## config.mk

```make
export PLATFORM = sky130hd
export DESIGN_NAME = bsg_axil_rr_arbiter
export DESIGN_NICKNAME = d
export VERILOG_FILES = /design/src/rtl/bsg_axil_rr_arbiter.sv
export SDC_FILE = /design/constraint.sdc
export NUM_CORES = 1
export LEC_CHECK = 0
export CAP_MARGIN = 40
export CELL_PAD_IN_SITES_DETAIL_PLACEMENT = 0
export CELL_PAD_IN_SITES_GLOBAL_PLACEMENT = 1
export CORE_AREA = 8 8 173 175
export CTS_BUF_LIST = sky130_fd_sc_hd__clkbuf_8 sky130_fd_sc_hd__clkbuf_16
export CTS_CLUSTER_SIZE = 40
export DETAILED_ROUTE_END_ITERATION = 7
export DIE_AREA = 0 0 181 183
export PLACE_DENSITY_LB_ADDON = 0.1
export SLEW_MARGIN = 20
export SYNTH_ARGS = -nofsm -noshare
export SYNTH_HDL_FRONTEND = slang
export SYNTH_SLANG_ARGS = --single-unit
```

## constraint.sdc

```tcl
create_clock -name clk_i -period 1.2 [get_ports clk_i]
set_input_delay 0.24 -clock clk_i [delete_from_list [all_inputs] [get_ports clk_i]]
set_output_delay 0.24 -clock clk_i [all_outputs]
set_load 0.1 [all_outputs]
```

## src/rtl/bsg_axil_rr_arbiter.sv

```systemverilog
`default_nettype none
// ============================================================================
// Module   : bsg_axil_rr_arbiter
// Purpose  : Round-robin arbiter that shares one AXI4-Lite slave port among
//            num_masters_p AXI4-Lite masters. Read and write channels are
//            arbitrated independently, with one outstanding transaction per
//            channel. Responses are routed only to the granted master.
// Revision : 1.0 - initial release
// ============================================================================
module bsg_axil_rr_arbiter #(
    parameter int num_masters_p = 2,
    parameter int addr_width_p  = 32,
    parameter int data_width_p  = 32
) (
    input  logic                                       clk_i,
    input  logic                                       reset_i,

    // Upstream masters (master 0 in the LSBs of every packed field)
    input  logic [num_masters_p*addr_width_p-1:0]      m_awaddr_i,
    input  logic [num_masters_p*3-1:0]                 m_awprot_i,
    input  logic [num_masters_p-1:0]                   m_awvalid_i,
    output logic [num_masters_p-1:0]                   m_awready_o,

    input  logic [num_masters_p*data_width_p-1:0]      m_wdata_i,
    input  logic [num_masters_p*(data_width_p/8)-1:0]  m_wstrb_i,
    input  logic [num_masters_p-1:0]                   m_wvalid_i,
    output logic [num_masters_p-1:0]                   m_wready_o,

    output logic [num_masters_p*2-1:0]                 m_bresp_o,
    output logic [num_masters_p-1:0]                   m_bvalid_o,
    input  logic [num_masters_p-1:0]                   m_bready_i,

    input  logic [num_masters_p*addr_width_p-1:0]      m_araddr_i,
    input  logic [num_masters_p*3-1:0]                 m_arprot_i,
    input  logic [num_masters_p-1:0]                   m_arvalid_i,
    output logic [num_masters_p-1:0]                   m_arready_o,

    output logic [num_masters_p*data_width_p-1:0]      m_rdata_o,
    output logic [num_masters_p*2-1:0]                 m_rresp_o,
    output logic [num_masters_p-1:0]                   m_rvalid_o,
    input  logic [num_masters_p-1:0]                   m_rready_i,

    // Downstream slave
    output logic [addr_width_p-1:0]                    s_awaddr_o,
    output logic [2:0]                                 s_awprot_o,
    output logic                                       s_awvalid_o,
    input  logic                                       s_awready_i,

    output logic [data_width_p-1:0]                    s_wdata_o,
    output logic [(data_width_p/8)-1:0]                s_wstrb_o,
    output logic                                       s_wvalid_o,
    input  logic                                       s_wready_i,

    input  logic [1:0]                                 s_bresp_i,
    input  logic                                       s_bvalid_i,
    output logic                                       s_bready_o,

    output logic [addr_width_p-1:0]                    s_araddr_o,
    output logic [2:0]                                 s_arprot_o,
    output logic                                       s_arvalid_o,
    input  logic                                       s_arready_i,

    input  logic [data_width_p-1:0]                    s_rdata_i,
    input  logic [1:0]                                 s_rresp_i,
    input  logic                                       s_rvalid_i,
    output logic                                       s_rready_o
);

    localparam int STRB_W = data_width_p / 8;
    localparam int PTR_W  = $clog2(num_masters_p);

    localparam logic [1:0] W_IDLE = 2'd0;
    localparam logic [1:0] W_FWD  = 2'd1;
    localparam logic [1:0] W_RESP = 2'd2;

    localparam logic [1:0] R_IDLE = 2'd0;
    localparam logic [1:0] R_FWD  = 2'd1;
    localparam logic [1:0] R_RESP = 2'd2;

    // First requester at or after ptr, wrapping modulo num_masters_p
    function automatic logic [PTR_W-1:0] rr_pick(
        input logic [num_masters_p-1:0] req,
        input logic [PTR_W-1:0]         ptr
    );
        logic [PTR_W-1:0] pick;
        logic [PTR_W:0]   sum;
        logic             found;
        pick  = '0;
        found = 1'b0;
        for (int off = 0; off < num_masters_p; off++) begin
            sum = {1'b0, ptr} + (PTR_W+1)'(off);
            if (sum >= (PTR_W+1)'(num_masters_p)) begin
                sum = sum - (PTR_W+1)'(num_masters_p);
            end
            if (!found && req[sum[PTR_W-1:0]]) begin
                found = 1'b1;
                pick  = sum[PTR_W-1:0];
            end
        end
        return pick;
    endfunction

    // Successor of a grant index, wrapping modulo num_masters_p
    function automatic logic [PTR_W-1:0] rr_next(input logic [PTR_W-1:0] gnt);
        if (gnt == PTR_W'(num_masters_p - 1)) begin
            return '0;
        end
        return gnt + PTR_W'(1);
    endfunction

    logic [1:0]       wr_state_q, wr_state_d;
    logic [PTR_W-1:0] wr_gnt_q,   wr_gnt_d;
    logic [PTR_W-1:0] wr_ptr_q,   wr_ptr_d;
    logic             aw_done_q,  aw_done_d;
    logic             w_done_q,   w_done_d;

    logic [1:0]       rd_state_q, rd_state_d;
    logic [PTR_W-1:0] rd_gnt_q,   rd_gnt_d;
    logic [PTR_W-1:0] rd_ptr_q,   rd_ptr_d;

    // A master is only eligible for writing once both AW and W are offered
    logic [num_masters_p-1:0] wr_req;
    assign wr_req = m_awvalid_i & m_wvalid_i;

    // Write-channel next-state logic
    always_comb begin
        wr_state_d = wr_state_q;
        wr_gnt_d   = wr_gnt_q;
        wr_ptr_d   = wr_ptr_q;
        aw_done_d  = aw_done_q;
        w_done_d   = w_done_q;
        case (wr_state_q)
            W_IDLE: begin
                if (|wr_req) begin
                    wr_gnt_d   = rr_pick(wr_req, wr_ptr_q);
                    aw_done_d  = 1'b0;
                    w_done_d   = 1'b0;
                    wr_state_d = W_FWD;
                end
            end
            W_FWD: begin
                aw_done_d = aw_done_q | (s_awvalid_o & s_awready_i);
                w_done_d  = w_done_q  | (s_wvalid_o  & s_wready_i);
                if (aw_done_d && w_done_d) begin
                    wr_state_d = W_RESP;
                end
            end
            W_RESP: begin
                if (s_bvalid_i && s_bready_o) begin
                    wr_ptr_d   = rr_next(wr_gnt_q);
                    wr_state_d = W_IDLE;
                end
            end
            default: wr_state_d = W_IDLE;
        endcase
    end

    // Read-channel next-state logic
    always_comb begin
        rd_state_d = rd_state_q;
        rd_gnt_d   = rd_gnt_q;
        rd_ptr_d   = rd_ptr_q;
        case (rd_state_q)
            R_IDLE: begin
                if (|m_arvalid_i) begin
                    rd_gnt_d   = rr_pick(m_arvalid_i, rd_ptr_q);
                    rd_state_d = R_FWD;
                end
            end
            R_FWD: begin
                if (s_arready_i) begin
                    rd_state_d = R_RESP;
                end
            end
            R_RESP: begin
                if (s_rvalid_i && s_rready_o) begin
                    rd_ptr_d   = rr_next(rd_gnt_q);
                    rd_state_d = R_IDLE;
                end
            end
            default: rd_state_d = R_IDLE;
        endcase
    end

    // State registers for both channels; reset wins over any transition
    always_ff @(posedge clk_i) begin
        if (reset_i) begin
            wr_state_q <= W_IDLE;
            wr_gnt_q   <= '0;
            wr_ptr_q   <= '0;
            aw_done_q  <= 1'b0;
            w_done_q   <= 1'b0;
            rd_state_q <= R_IDLE;
            rd_gnt_q   <= '0;
            rd_ptr_q   <= '0;
        end else begin
            wr_state_q <= wr_state_d;
            wr_gnt_q   <= wr_gnt_d;
            wr_ptr_q   <= wr_ptr_d;
            aw_done_q  <= aw_done_d;
            w_done_q   <= w_done_d;
            rd_state_q <= rd_state_d;
            rd_gnt_q   <= rd_gnt_d;
            rd_ptr_q   <= rd_ptr_d;
        end
    end

    // Write-channel steering: fields are zero outside the phase that uses them
    always_comb begin
        s_awvalid_o = 1'b0;
        s_awaddr_o  = '0;
        s_awprot_o  = '0;
        s_wvalid_o  = 1'b0;
        s_wdata_o   = '0;
        s_wstrb_o   = '0;
        s_bready_o  = 1'b0;
        m_awready_o = '0;
        m_wready_o  = '0;
        m_bvalid_o  = '0;
        m_bresp_o   = '0;
        if (wr_state_q == W_FWD) begin
            s_awvalid_o           = ~aw_done_q;
            s_awaddr_o            = m_awaddr_i[wr_gnt_q*addr_width_p +: addr_width_p];
            s_awprot_o            = m_awprot_i[wr_gnt_q*3 +: 3];
            s_wvalid_o            = ~w_done_q;
            s_wdata_o             = m_wdata_i[wr_gnt_q*data_width_p +: data_width_p];
            s_wstrb_o             = m_wstrb_i[wr_gnt_q*STRB_W +: STRB_W];
            m_awready_o[wr_gnt_q] = s_awready_i & ~aw_done_q;
            m_wready_o[wr_gnt_q]  = s_wready_i & ~w_done_q;
        end
        if (wr_state_q == W_RESP) begin
            s_bready_o                 = m_bready_i[wr_gnt_q];
            m_bvalid_o[wr_gnt_q]       = s_bvalid_i;
            m_bresp_o[wr_gnt_q*2 +: 2] = s_bresp_i;
        end
    end

    // Read-channel steering: fields are zero outside the phase that uses them
    always_comb begin
        s_arvalid_o = 1'b0;
        s_araddr_o  = '0;
        s_arprot_o  = '0;
        s_rready_o  = 1'b0;
        m_arready_o = '0;
        m_rvalid_o  = '0;
        m_rdata_o   = '0;
        m_rresp_o   = '0;
        if (rd_state_q == R_FWD) begin
            s_arvalid_o           = 1'b1;
            s_araddr_o            = m_araddr_i[rd_gnt_q*addr_width_p +: addr_width_p];
            s_arprot_o            = m_arprot_i[rd_gnt_q*3 +: 3];
            m_arready_o[rd_gnt_q] = s_arready_i;
        end
        if (rd_state_q == R_RESP) begin
            s_rready_o                                   = m_rready_i[rd_gnt_q];
            m_rvalid_o[rd_gnt_q]                         = s_rvalid_i;
            m_rdata_o[rd_gnt_q*data_width_p +: data_width_p] = s_rdata_i;
            m_rresp_o[rd_gnt_q*2 +: 2]                   = s_rresp_i;
        end
    end

endmodule
`default_nettype wire

```

# Word-level counts from Yosys, hierarchy flattened
# Cells that the tools add are included.
# Widths: inputs -> output; s select.
# op_classes
multipliers	2
shift	12
n_div	0
n_eq_ne	10
reduce_logical	21
bitwise_logic	17
n_lt_le_gt_ge	12
add_sub_neg	11
n_mux	78
# ops
op	count
$shiftx 64x7->32	3
$mux 32	3
$neg 2->34	2
$shift 2x34->4 const A	2
$shiftx 2x34->4	2
$and 64x64->64	1
$mux 64	1
$shift 32x34->64 const A	1
$shiftx 32x34->64	1
$mux 1	52
$neg 6->34	1
$mux 2	11
$and 2x2->2	6
$lt 1x2->1 const B	6
$mux 4	3
$ne 2x2->1 const B	6
$pmux 2 s3	2
$shiftx 6x4->3	2
$reduce_and 2->1	5
$and 4x4->4	2
$shiftx 8x4->4	1
$logic_and 1x1->1	7
$mul 1x2->3 const B	2
$mux 3	2
other kinds (18)	39
# totals
mem_count	0
mem_bits_rw	0
romBits	0
latch_bits	0
reg_bits	10
output_inout_bits	193
input_bits	265

# Depth between registers and ports, before layout
# Gate-level depths: netlist of the first run.
# depth
depth_word	12
ltp_mapped	5
depth_no_buf	4

# Worst setup path after synthesis of the first run
# Ideal clock, no wire load.
# synth_timing
path_type	register to output
start	register wr_state_q[1]
end	output m_awready_o[0]
t_arrival_ns	3.840
required_ns	0.960
slack_ns	-2.880
stages_incl_launch_ff	5
cell_sequence	dfxtp_1 buf_4 nand2b_4 buf_6 nor4b_1
# synth_between
elab_chain_len	2
# synth_lines
element	line	source
start, declared	111	logic [1:0] wr_state_q, wr_state_d;
start signal, assigned	197	wr_state_q <= wr_state_d;
$eq 2x1->1	221	if (wr_state_q == W_FWD) begin
$mux 2	221	
end, declared	22	output logic [num_masters_p-1:0] m_awready_o,
# Every way passes these cells.

# Final worst setup path of the first run
# layout_timing
start	register wr_state_q[1]
end	output s_awaddr_o[22]
# layout_between
elab_chain_len	2
# layout_lines
element	line	source
$eq 2x1->1	221	
$mux 32	221	
end, declared	44	output logic [addr_width_p-1:0] s_awaddr_o,
# Every way passes these cells.

==> reports/summary.txt, run 1 <==
Status: finished with violations
Violated checks: setup timing
Power, Total: 8821 uW
Post-Route WL: 26.15 mm
Post-synthesis cell count: 394
Element type at the critical path start: flop
Post-synthesis register bit count: 10
Filler cells: 2460
# nets final: 1168
CP max-delay cell: dfxtp_4
Final period utilization: 142.6%
Synth Area per Inst: 7.005 um2
Wire length per cell: 20.95 um
I/O Buffers: 457
Multi-input logic area: 4009 um2
Core area: 27320 um2
DIE WIDTH: 181 um
Seq pwr share: 4.5%
N_diodes: 0
Flip-flop and latch area: 220.2 um2
Dpl hpwl: 21.35 mm
Crit path cell chain: nand2b_4 > buf_16 > nor2_2 > buf_12
Worst VDD drop: 358.6 uV
Arr. time, crit path: 1.47 ns
Worst setup EP type: primary output
Worst Path Buf+Inv: 2
Via/cell ratio: 4.021
Number of antenna-violating nets in the routed design: 0
Clk buf depth: 2
Share of the synthesized area in the top cell type: 39.17%
Final WS setup: -0.5108 ns
Layout cells sized above 1: 64.86%
Start point of the worst hold path: s_wready_i
Final Wtd Congestion: 0.7895
Sw frac: 51.88%
Clock share of power: 7.5%
DR vias: 5018
GRT Overall Usage: 14.11%
P_int: 4245 uW
WP data required: 0.96 ns
Die Y: 183 um
Inst Count DP: 1210
Hold Path Class: in2reg
Max-Cap Viols: 0
Relative slew slack: 74.66%
CTS Buf Count: 3
Time the worst path needs with I/O delays and setup: 1.711 ns
CTS H-tree lvls: 1
Final clock skew: 0.0008127 ns
Worst-Margin Slew: 0.3795 ns
Netlist cell types: 36
Biggest cell delay along the critical path: 0.36 ns
CTS tree: yes
Layout overhead on the synthesized area: 350.8%
GRT overflow: 0
Largest net degree at the start of global routing: 37
# IOs: 458
Post-synth top area cell: mux2i_1
Post-synth design cell area: 2760 um2
Clock Pin Slew Worst Setup and Hold Paths: 0.05 ns
Post-synthesis sequential area ratio: 7.253%
CP Class: reg2out
Crit path max fanout: 29
Setup violations, final: 198
Crit path max-delay family: simple AND/OR/NAND/NOR gates
Setup TNS: -87.51 ns
RSZ-0062 raised after global routing: yes
DR DRC count: 0
Vias in the first global route: 5512
Clk sinks: 10
NetSw: 4577 uW
R2R Path Start: wr_state_q[1]
Length of the first detailed-routing pass in iterations: 4
Slew Limit Fails: 0
PD cells: 709.0 nW/um2
CTS Root Cell: clkbuf_16
P_leak: 0.004495 uW
Worst Setup SP: wr_state_q[1]
YS warnings: 0
Full die area: 33120 um2
Clock Latency Late Sink: 0.24 ns
Row cnt: 61
Final hold vios: 0
Post-route insts no fill: 1248
Largest cells by area after synthesis: mux2i_1 (39%), nor2_1 (17%), and2_1 (16%)
Initial antenna violation count: 2
FMAX: 584.5 MHz
Initial Util: 10.10%
Mapped Nets: 659
First-pass GRT wire length: 36.40 mm
Gate power share: 88.0%
Hold-fix buffers, CTS: 0
Starting DRT DRC Count: 73
## routing by layer
metal,wire length [um],up-vias,part of all wire [%],track usage (%)
met5,13,-,0.050,0
met4,250,2,0.96,1.738
met3,2619,14,10,5.600
met2,14730,290,56,28.72
met1,8538,2365,33,13.39
li1,-,2347,-,-
## per-stage QoR
| stage | utilization, % | area [um2] | hold slack (ns) | setup slack (ns) |
|---|---|---|---|---|
| floorplan | - | 3416 | 0.3240 | -1.170 |
| global placement | 38.48 | 10510 | 0.4584 | -0.3902 |
| detailed placement | 38.48 | 10510 | 0.4588 | -0.3839 |
| CTS | 41.50 | 11340 | 0.4687 | -0.5261 |
| global route | 45.54 | 12440 | 0.4408 | -0.5512 |
| finish | 45.54 | 12440 | 0.4292 | -0.5108 |
## cell usage in the layout, fill, tap and decap left out, types with 3 or more instances in the layout
master           instances
mux2i_1                 29
mux2i_2                 31
nor3_4                   3
buf_12                 208
clkbuf_16                8
nor2_4                  60
and3_4                   3
dfxtp_1                  4
buf_16                   7
buf_8                    4
nor2_2                  57
clkdlybuf4s50_1        262
and2_4                  70
dfxtp_4                  5
nand2b_4                 6
nor2_1                   6
buf_6                   26
mux2i_4                 48
buf_4                   25
## power by group through the flow
stage	Clock, uW	Sequential (uW)	Combinational (uW)
floorplan	0	380	3780
global placement	0	404	6660
detailed placement	0	406	6700
CTS	685	393	7190
global route	701	404	8010
finish	662	400	7760
## cell families after synthesis
group | after synthesis | share of synthesized area (%)
flops | 10 | 7.253
compound gates | 15 | 4.352
buf+inv | 39 | 9.202
mux | 109 | 39.71
simple gates | 221 | 39.48
## worst paths after layout
kind	to	slack [ns]	cells after the start
setup / recovery	s_awaddr_o[22]	-0.51	4
hold reg to reg	rd_ptr_q	0.46	1
hold / removal	w_done_q	0.43	3
setup reg to reg	wr_ptr_q	-0.33	6
## worst register-to-register path: stages (launching register included)
cell and delay (ns):
dfxtp_4 0.37, buf_6 0.11, buf_12 0.11, clkinvlp_4 0.13
buf_4 0.17, nor3_4 0.22, mux2_4 0.31
## final cells by class
type	instances	area share, %
clock buffer	4	0.7140
timing repair buffer	539	61.65
tap	346	3.479
inverter	3	0.1710
multi-input combinational	346	32.22
sequential	10	1.770
## flip-flops by register name (all words and copies together), names as in the netlist
name        count
aw_done_q       1
wr_gnt_q        1
wr_ptr_q        1
rd_state_q      2
rd_gnt_q        1
wr_state_q      2
rd_ptr_q        1
w_done_q        1
## synth_stat cells
master     instances
a31oi_1            1
mux2_4             1
nor4b_1            2
o221a_2            1
a2111oi_0          1
a22oi_1            1
a21oi_1            4
inv_1              3
nand2b_1           5
o21a_1             1
nor3_2             1
dfxtp_1           10
and3_1             3
nor3_1             3
nor2_4             1
o41ai_1            1
a21bo_2            1
nor2b_1            1
buf_2             21
nand2_1            6
nand2b_4           2
nor4_1             2
a2111oi_2          1
buf_6             10
mux2i_1          108
and2_1            70
nand3_1            1
nor3b_1            1
clkbuf_2           2
o31ai_1            1
o2111ai_1          1
nor2_1           122
buf_4              1
o32ai_1            1
clkbuf_1           2
and3b_1            1
## what timing repair did
| action | CTS | global route |
|---|---|---|
| setup endpoints to repair | 199 | 202 |
| endpoints found under the hold margin | 0 | 0 |
| gates resized for setup | 130 | 184 |
| gates cloned | 5 | 9 |
| pin swaps | 21 | 29 |
| setup buffers | 5 | 17 |
Note: power is estimated with default switching activity, not from simulation.
==> inputs of run 2 (changes only) <==
- CAP_MARGIN: 40 -> unset
==> results of run 2 <==
Final layout, timing and power as in run 1 (identical DEF).
